## src/rtl/rvx_irq_controller.sv

```systemverilog
// Memory-mapped interrupt controller: sync, mask, fixed-priority claim/complete, registered cpu_irq.
// Latency: register reads/writes respond 1 cycle after request; level input to cpu_irq is 2 edges.
// Backpressure: none; every request is acknowledged next cycle. RVX_IRQC_EDGE_EN adds edge-mode TRIGGER.
module rvx_irq_controller #(
   parameter int NUM_SOURCES = 8
) (
   input  logic                   clock,
   input  logic                   reset_n,
   input  logic [4:0]             rw_address,
   output logic [31:0]            read_data,
   input  logic                   read_request,
   output logic                   read_response,
   input  logic [31:0]            write_data,
   input  logic [3:0]             write_strobe,
   input  logic                   write_request,
   output logic                   write_response,
   input  logic [NUM_SOURCES-1:0] irq_sources,
   output logic                   cpu_irq
);
   localparam int N = NUM_SOURCES;

   typedef enum logic {IDLE, IN_SERVICE} state_t;

   state_t         state_q, state_d;
   logic [4:0]     claimed_id_q, claimed_id_d;
   logic [N-1:0]   sync_q;
   logic [N-1:0]   enable_q, enable_d;
   logic [N-1:0]   pending, pend_en;
   logic [31:0]    read_data_q, read_data_d;
   logic           read_response_q, write_response_q, cpu_irq_q;
   logic [4:0]     cand_id;
   logic           claim_take;

   logic           wr_valid;
   logic [31:0]    wr_mask, wr_bits;
   logic           wr_enable, wr_complete, rd_claim;
   logic           unused_wr;

   // Only full-word, low-half and low-byte writes take effect; lanes select which bits change.
   assign wr_valid    = write_request && ((write_strobe == 4'b1111) ||
                                          (write_strobe == 4'b0011) ||
                                          (write_strobe == 4'b0001));
   assign wr_mask     = {{8{write_strobe[3]}}, {8{write_strobe[2]}},
                         {8{write_strobe[1]}}, {8{write_strobe[0]}}};
   assign wr_bits     = write_data & wr_mask;
   assign wr_enable   = wr_valid && (rw_address == 5'h04);
   assign wr_complete = wr_valid && (rw_address == 5'h0C);
   assign rd_claim    = read_request && (rw_address == 5'h08);
   assign unused_wr   = ^{wr_mask, wr_bits};

`ifdef RVX_IRQC_EDGE_EN
   logic [N-1:0] trigger_q, trigger_d;
   logic [N-1:0] sync_dly_q;
   logic [N-1:0] edge_pend_q, edge_pend_d;
   logic [N-1:0] cand_oh, rise, clr;
   logic         wr_pending, wr_trigger;

   assign wr_pending = wr_valid && (rw_address == 5'h00);
   assign wr_trigger = wr_valid && (rw_address == 5'h10);
   assign pending    = (edge_pend_q & trigger_q) | (sync_q & ~trigger_q);
   assign cand_oh    = pend_en & ~(pend_en - N'(1));

   // Edge pending: W1C and claim clear, a new rising edge overrides both.
   always_comb begin
      rise        = sync_q & ~sync_dly_q & trigger_q;
      clr         = (wr_pending ? wr_bits[N-1:0] : '0) | (claim_take ? cand_oh : '0);
      edge_pend_d = ((edge_pend_q & ~clr) | rise) & trigger_q;
      trigger_d   = wr_trigger ? ((trigger_q & ~wr_mask[N-1:0]) | wr_bits[N-1:0]) : trigger_q;
   end

   // Edge-mode state registers.
   always_ff @(posedge clock) begin
      if (!reset_n) begin
         trigger_q   <= '0;
         sync_dly_q  <= '0;
         edge_pend_q <= '0;
      end else begin
         trigger_q   <= trigger_d;
         sync_dly_q  <= sync_q;
         edge_pend_q <= edge_pend_d;
      end
   end
`else
   assign pending = sync_q;
`endif

   assign pend_en = pending & enable_q;

   // Fixed priority: lowest index wins, id is index+1, 0 means nothing to claim.
   always_comb begin
      cand_id = '0;
      for (int i = N - 1; i >= 0; i--) begin
         if (pend_en[i]) cand_id = 5'(i + 1);
      end
   end

   // Claim/complete FSM next state.
   always_comb begin
      state_d      = state_q;
      claimed_id_d = claimed_id_q;
      claim_take   = 1'b0;
      case (state_q)
         IDLE: begin
            if (rd_claim && (cand_id != 5'd0)) begin
               state_d      = IN_SERVICE;
               claimed_id_d = cand_id;
               claim_take   = 1'b1;
            end
         end
         IN_SERVICE: begin
            if (wr_complete && (wr_bits[4:0] == claimed_id_q)) begin
               state_d      = IDLE;
               claimed_id_d = '0;
            end
         end
      endcase
   end

   // Read mux and enable register update; read_data only changes on a read.
   always_comb begin
      read_data_d = read_data_q;
      enable_d    = wr_enable ? ((enable_q & ~wr_mask[N-1:0]) | wr_bits[N-1:0]) : enable_q;
      if (read_request) begin
         case (rw_address)
            5'h00:   read_data_d = 32'(pending);
            5'h04:   read_data_d = 32'(enable_q);
            5'h08:   read_data_d = (state_q == IDLE) ? 32'(cand_id) : 32'(claimed_id_q);
            5'h0C:   read_data_d = {state_q == IN_SERVICE, 26'b0, claimed_id_q};
`ifdef RVX_IRQC_EDGE_EN
            5'h10:   read_data_d = 32'(trigger_q);
`endif
            default: read_data_d = '0;
         endcase
      end
   end

   // Core state, synchronizers and registered outputs.
   always_ff @(posedge clock) begin
      if (!reset_n) begin
         state_q          <= IDLE;
         claimed_id_q     <= '0;
         sync_q           <= '0;
         enable_q         <= '0;
         read_data_q      <= '0;
         read_response_q  <= 1'b0;
         write_response_q <= 1'b0;
         cpu_irq_q        <= 1'b0;
      end else begin
         state_q          <= state_d;
         claimed_id_q     <= claimed_id_d;
         sync_q           <= irq_sources;
         enable_q         <= enable_d;
         read_data_q      <= read_data_d;
         read_response_q  <= read_request;
         write_response_q <= write_request;
         cpu_irq_q        <= (state_q == IDLE) && (|pend_en);
      end
   end

   assign read_data      = read_data_q;
   assign read_response  = read_response_q;
   assign write_response = write_response_q;
   assign cpu_irq        = cpu_irq_q;
endmodule

```

## config.mk

```make
export PLATFORM = sky130hd
export DESIGN_NAME = rvx_irq_controller
export DESIGN_NICKNAME = d
export VERILOG_FILES = /design/src/rtl/rvx_irq_controller.sv
export SDC_FILE = /design/constraint.sdc
export NUM_CORES = 1
export LEC_CHECK = 0
export ABC_CLOCK_PERIOD_IN_PS = 1870
export BUFFER_PORTS_ARGS = -buffer_cell sky130_fd_sc_hd__buf_4
export CAP_MARGIN = 40
export CORE_MARGIN = 2
export CORE_UTILIZATION = 42
export CTS_BUF_LIST = sky130_fd_sc_hd__clkbuf_4
export CTS_CLUSTER_DIAMETER = 60
export DETAILED_ROUTE_END_ITERATION = 6
export PLACE_DENSITY = 0.77
export SLEW_MARGIN = 20
export SYNTH_ARGS = -nofsm -noshare
export SYNTH_HDL_FRONTEND = slang
export SYNTH_SLANG_ARGS = --single-unit
```

## constraint.sdc

```tcl
create_clock -name clock -period 1.87 [get_ports clock]
set_clock_uncertainty 0.2 [all_clocks]
set_input_delay 0.187 -clock clock [delete_from_list [all_inputs] [get_ports clock]]
set_output_delay 0.187 -clock clock [all_outputs]
set_load 0.01 [all_outputs]
```

==> results of run 1 <==
[critical path, stage by stage (launching register included)]
cell and delay (ps):
dfxtp_2 350, buf_4 150, xnor2_2 120, nand4_1 180, a2111oi_4 400, a311o_2 280, o32ai_1 90
[cell type report]
class / count / area [sq um]
inverter: 9 / 33.78
fill: 377 / 1530
clock buffer: 6 / 45.04
tap: 50 / 62.56
sequential: 33 / 663.1
timing repair buffer: 82 / 683.2
clock inverter: 1 / 3.754
multi-input combinational: 150 / 978.4
[kinds of logic (layout without fill, tap and decap cells)]
family	Yosys count	count (layout)	share of synthesized area, %
compound gates	45	45	18.04
xor+xnor	2	2	1.002
buf+inv	41	98	13.89
flops	33	33	37.80
mux	16	16	9.449
other cells	1	23	0.2145
simple gates	64	64	19.61
[placed cells by master (no fill, tap or decap), drive strengths merged, types with 2 or more instances in the layout]
cell | synthesis | layout
buf | 25 | 55
dfxtp | 33 | 33
dlygate4sd3 | 0 | 27
conb | 1 | 23
nand2 | 15 | 15
nor2 | 12 | 12
mux2i | 12 | 12
a21oi | 11 | 11
and2 | 11 | 11
inv | 9 | 9
nand2b | 7 | 7
o21ai | 6 | 6
clkbuf | 7 | 6
o22ai | 5 | 5
nand3 | 5 | 5
a22oi | 4 | 4
mux2 | 4 | 4
nand4 | 3 | 3
nor4 | 3 | 3
and3 | 2 | 2
a31oi | 2 | 2
a22o | 2 | 2
a2bb2oi | 2 | 2
xnor2 | 2 | 2
nor4bb | 2 | 2
[path summary, 6_finish.rpt]
path,cells past startpoint,slack [ps],endpoint
worst min-delay path,3,40,state_q
worst max register to register,6,-3,claimed_id_q[3]
worst max-delay path,6,-3,claimed_id_q[3]
worst min register to register,2,270,read_data[3]
[per-stage QoR]
step / total power (uW) / cells
floorplan: 853.4 / 224
global placement: 894.3 / 297
detailed placement: 897.7 / 297
CTS: 1321 / 331
global route: 1366 / 331
finish: 1306 / 331
[power by group]
| group | internal, uW | switching, uW |
|---|---|---|
| Clock | 151 | 221 |
| Combinational | 115 | 94.1 |
| Sequential | 716 | 9.30 |
[metal layers]
metal | global-route usage (%) | part of all wire, % | routed length [um]
met1 | 23.24 | 41 | 1767
met2 | 34.50 | 49 | 2125
met3 | 5.844 | 8.1 | 348
met4 | 7.000 | 1.3 | 57
met5 | 0 | 0 | 0
[what timing repair did]
item                                    4_1_cts  5_1_grt
gates resized for setup                       2        7
hold buffers                                 27        0
hold endpoints to repair                     28        0
endpoints found under the setup margin        4        5
pin swaps                                     1        6
buffers inserted                              0        0
==> metrics, run 1 <==
status=complete, but fails checks; failing checks=negative setup slack; Remaining DRCs=0; Via Count=1,688; asr flop ratio synth=0%; DP Area=2097 sq um; CTS H-Tree Depth=2; wire length of the first global-routing pass=6.810 mm; Place WS=-71.77 ps; Synth Area per Inst=8.653 sq um; initial antenna violation count=0; CTS max path bufs=2; post-synth top area cell=dfxtp_1; Port-buffer cells=40; Layout area overhead=41.30%; vias per cell=5.100; Total GRT Usage=19.92%; RR Startpoint=claimed_id_q[3]; worst-path fanout max=4; WP data arrival=1900 ps; crit path launch=claimed_id_q[3]; Yosys top cell area share=37.80%; CTS Sinks=33; wire per inst=12.99 um; remaining antenna violation count after routing=0; final setup violation count=1; Diodes inserted=0; power per cell area=528.6 nW/um^2; Yosys cell types=46; synthesized cell area=1748 sq um; # IOs=88; core area=4000 sq um; final core occ=61.75%; pin count of the biggest net entering global routing=19; Post-synth EDFFs=0; LEAKAGE=0.001087 uW; Congestion Overflow GR=0; most frequent cell after synthesis=dfxtp_1; max-slew violation count=0; top achievable clock speed=534.0 MHz; Die W=68.51 um; share of layout cells above drive strength 1=27.05%; Synth Register Bits=33; vias in the first global route=1,534; Setup WS post-layout=-2.651 ps; Pre-Repair DR Iteration Count=4; max-cap violation count=0; clock slew at reported path FFs=100 ps; Tmin final=1873 ps; First DRT Iteration DRCs=112; worst hold-check path type=in2reg; Seq/Total Area, Yosys=37.80%; worst vdd ir=0.3446 mV; Initial Utilization=43.70%; most frequent cells after synthesis=dfxtp_1, buf_4, nand2_1; critical path class=reg2reg; Post-Layout Inst Area=2470 sq um; setup TNS=-2.651 ps; Total Routed Length=4.299 mm; die extent in y=68.51 um; synthesis warning total=0; cts bufs inserted=5; worst-skew pair later-pin latency=330 ps; crit end category=register; Synth Flop Type=dfxtp_1; fin nets=334; TritonCTS clock tree=yes; Syn Inst Count=202; final hold vios=0; FP Rows=23; CP Launch Type=register; RSZ-0062 raised after global routing=true; Tcrit/Tclk final=100.1%; Fin Hold WS=40.91 ps; Worst Hold Launch=write_strobe[0]; Die Footprint=4694 sq um; synth top area cells=dfxtp_1, buf_4, mux2i_1; GPL Wtd Cong=0.8329; Data required, critical path=1890 ps; DP Wirelength=3.002 mm; Clock Root Buffer=clkbuf_4
Note: power is estimated with default switching activity, not from simulation.
==> inputs of run 2 (changes only) <==
CORE_ASPECT_RATIO = 0.7   (was default)
REMOVE_ABC_BUFFERS = 1   (was default)
==> metrics, run 2 (synthesized netlist as in run 1, its figures left out) <==
FP Rows=19; Die Footprint=4702 sq um; Layout area overhead=44.95%; crit end category=register; worst vdd ir=0.3694 mV; Tmin final=2004 ps; Total GRT Usage=20.69%; worst hold-check path type=in2reg; Tcrit/Tclk final=107.2%; cts bufs inserted=5; pin count of the biggest net entering global routing=19; Congestion Overflow GR=0; hold path depth=3; Setup WS post-layout=-133.9 ps; final setup violation count=4; RSZ-0062 raised after global routing=true; worst-path fanout max=4; power per cell area=522.8 nW/um^2; die extent in y=57.98 um; Data required, critical path=1950 ps; CTS max path bufs=2; LEAKAGE=0.001128 uW; GPL Wtd Cong=0.8623; Diodes inserted=0; Remaining DRCs=0; CTS H-Tree Depth=2; RR Endpoint=claimed_id_q[0]; DP Wirelength=3.282 mm; Final Non-Filler Cells=339; TritonCTS clock tree=yes; Post-Layout Inst Area=2534 sq um; Worst R2R Path Depth=5; Worst Hold Launch=write_strobe[0]; Pre-Repair DR Iteration Count=4; Initial Utilization=44.29%; final hold vios=0; Place WS=-82.99 ps; commonest non-fill, non-tap cell in the layout=buf_4; CTS Sinks=33; Via Count=1,701; failing checks=negative setup slack; critical path class=reg2reg; R2R setup slack=-130 ps; clock slew at reported path FFs=100 ps; Port-buffer cells=40; Cells after DPL=302; fin nets=340; Die W=81.11 um; core area=3946 sq um; vias per cell=5.018; top achievable clock speed=499.0 MHz; remaining antenna violation count after routing=0; worst-skew pair later-pin latency=340 ps; max-slew violation count=0; DP Area=2135 sq um; initial antenna violation count=0; share of layout cells above drive strength 1=28.57%; CP Launch Type=register; wire length of the first global-routing pass=7.196 mm; # IOs=88; wire per inst=13.47 um; status=complete, but fails checks; commonest cells after routing, fill and taps aside=buf_4, dfxtp_1, dlygate4sd3_1, conb_1, nand2_1; First DRT Iteration DRCs=196; hold endpoint=state_q; WP data arrival=2080 ps; Clock Root Buffer=clkbuf_4; max-cap violation count=0; RR Startpoint=pending[2]; fillcell total=350; final core occ=64.20%; vias in the first global route=1,554; Total Routed Length=4.565 mm
[run 2: per-layer routing]
layer | routed length, um | up-vias | track usage [%]
li1 | - | 844 | -
met1 | 2145 | 776 | 28.47
met2 | 2021 | 70 | 31.29
met3 | 292 | 11 | 5.452
met4 | 105 | 0 | 7.748
met5 | 0 | - | 0
[run 2: how the worst max path moves through the flow]
stage	slack, ps	to	startpoint
floorplan	30	claimed_id_q[0]	pending[2]
global placement	-60	claimed_id_q[3]	claimed_id_q[3]
detailed placement	-80	claimed_id_q[3]	claimed_id_q[3]
CTS	-70	claimed_id_q[3]	register
global route	-210	claimed_id_q[0]	pending[2]
finish	-130	claimed_id_q[0]	pending[2]
[run 2: power by group]
part	internal (uW)	total [uW]	switching, uW
Sequential	716	726	9.94
Clock	151	391	240
Combinational	116	208	92.5
Total	982	1320	342
[run 2: worst max-delay path, cell delays in order, from the launching register on]
cell	delay [ps]
dfxtp_2	340
a222oi_1	420
and3_1	260
a311oi_1	120
a311o_2	460
o22ai_2	150
[run 2: area by class of cell]
| cell class | count | area (sq um) | share of cell area, % |
|---|---|---|---|
| clock buffers | 6 | 45.04 | 1.778 |
| clock inverters | 1 | 3.754 | 0.1481 |
| inverters | 9 | 33.78 | 1.333 |
| multi-input cells | 150 | 978.4 | 38.62 |
| flip-flops and latches | 33 | 664.4 | 26.22 |
| well taps | 52 | 65.06 | 2.568 |
| repair buffers | 88 | 743.2 | 29.33 |
[run 2: through the flow]
step                setup TNS (ps)  hold slack [ps]  power, uW
CTS                         -152.1            15.16       1327
global placement            -160.3            194.9      896.8
finish                      -508.4            20.54       1325
detailed placement          -281.8            199.4      899.6
global route                -800.3            4.357       1395
floorplan                        0            76.36      804.6
[run 2: timing repair]
item	in CTS	in global routing
endpoints found under the hold margin	23	0
buffers inserted	1	1
resized for setup	3	7
pin swaps	3	6
hold buffers	28	0
endpoints found under the setup margin	4	5
==> inputs of run 3 (changes only) <==
HOLD_SLACK_MARGIN = 0.03   (was default)
==> metrics, run 3 (synthesized netlist as in run 1, its figures left out) <==
commonest non-fill, non-tap cell in the layout=buf_4; fin nets=341; RR Startpoint=pending[2]; critical path class=reg2reg; core area=3946 sq um; wire length of the first global-routing pass=7.189 mm; wire per inst=13.41 um; status=complete, but fails checks; # IOs=88; CTS max path bufs=2; Layout area overhead=45.53%; Place WS=-82.99 ps; R2R setup slack=-140 ps; Pwr Total=1326 uW; Cells after DPL=302; max-cap violation count=0; vias in the first global route=1,554; worst hold-check path type=in2reg; TritonCTS clock tree=yes; Clock Root Buffer=clkbuf_4; clock slew at reported path FFs=100 ps; worst-skew pair later-pin latency=340 ps; Congestion Overflow GR=0; CTS Sinks=33; crit path launch=pending[2]; Die W=81.11 um; Port-buffer cells=40; final setup violation count=4; top achievable clock speed=496.8 MHz; RSZ-0062 raised after global routing=true; Data required, critical path=1940 ps; Tcrit/Tclk final=107.6%; CTS H-Tree Depth=2; combinational power share=15.8%; pin count of the biggest net entering global routing=19; FP Rows=19; commonest cells after routing, fill and taps aside=buf_4, dfxtp_1, dlygate4sd3_1, conb_1, nand2_1; Clock Power Share=29.4%; Die Footprint=4702 sq um; sw frac=25.81%; initial antenna violation count=0; Tmin final=2013 ps; die extent in y=57.98 um; worst vdd ir=0.3708 mV; max-slew violation count=0; cts bufs inserted=5; failing checks=negative setup slack; NetSw=342.2 uW; CP Launch Type=register; WP data arrival=2090 ps; remaining antenna violation count after routing=0; Worst Hold Launch=rw_address[4]; crit end category=register; Total Routed Length=4.559 mm; vias per cell=4.988; First DRT Iteration DRCs=194; DP Wirelength=3.282 mm; Pre-Repair DR Iteration Count=5; share of layout cells above drive strength 1=28.47%; Remaining DRCs=0; GPL Wtd Cong=0.8623; Final Non-Filler Cells=340; Seq pwr share=54.7%; final hold vios=0; Total GRT Usage=20.66%; Via Count=1,696; Initial Utilization=44.29%; internal power=983.8 uW; Setup WS post-layout=-143.0 ps; LEAKAGE=0.001132 uW; worst-path fanout max=4; power per cell area=521.3 nW/um^2; Diodes inserted=0
-- run 3: cell types whose count changed in the layout (fill, tap and decap cells not counted) --
cell,before,now
dlygate4sd3_1,28,29
-- run 3: critical path, stage by stage (launching register included) --
cell,delay [ps]
dfxtp_2,340
a222oi_1,420
and3_1,260
a311oi_1,120
a311o_2,460
o22ai_2,150
-- run 3: layout make-up --
| class | count | area, sq um |
|---|---|---|
| Clock buffer | 6 | 45.04 |
| Timing Repair Buffer | 89 | 753.2 |
| Fill cell | 347 | 1403 |
| Sequential cell | 33 | 664.4 |
| Inverter | 9 | 33.78 |
| Clock inverter | 1 | 3.754 |
| Tap cell | 52 | 65.06 |
| Multi-Input combinational cell | 150 | 978.4 |
-- run 3: path summary, 6_finish.rpt --
| path | end | cells past startpoint |
|---|---|---|
| worst max-delay path | claimed_id_q[0] | 5 |
| worst min-delay path | read_data[7] | 5 |
| worst max register to register | claimed_id_q[0] | 5 |
| worst min register to register | read_data[5] | 2 |
-- run 3: power groups by stage --
| stage | combinational, uW | sequential, uW | clock [uW] |
|---|---|---|---|
| 2_1_floorplan | 63.5 | 741 | 0 |
| 3_3_place_gp | 156 | 741 | 0 |
| 3_5_place_dp | 158 | 742 | 0 |
| 4_1_cts | 207 | 725 | 397 |
| 5_1_grt | 227 | 728 | 442 |
| 6_report | 210 | 726 | 390 |
-- run 3: routing by layer --
layer | GRT usage, % | share of wire, %
met3 | 5.452 | 8.2
met2 | 31.29 | 44
met4 | 7.506 | 2.1
met1 | 28.47 | 45
met5 | 0 | 0
-- run 3: what timing repair did --
action | in CTS | in global routing
endpoints found under the setup margin | 4 | 5
hold buffers | 29 | 0
gates resized for setup | 3 | 7
pin swaps | 3 | 6
setup buffers | 1 | 1
cloned | 0 | 0
endpoints found under the hold margin | 28 | 0
-- run 3: stage by stage --
stage | hold slack (ps) | TNS (ps) | utilization, % | area [sq um]
finish | 84.26 | -545.0 | 64.46 | 2544
global route | 87.48 | -801.0 | 64.46 | 2544
CTS | 80.24 | -152.1 | 63.25 | 2496
detailed placement | 199.4 | -281.8 | 54.09 | 2135
global placement | 194.9 | -160.3 | 54.09 | 2135
floorplan | 76.36 | 0 | - | 1622
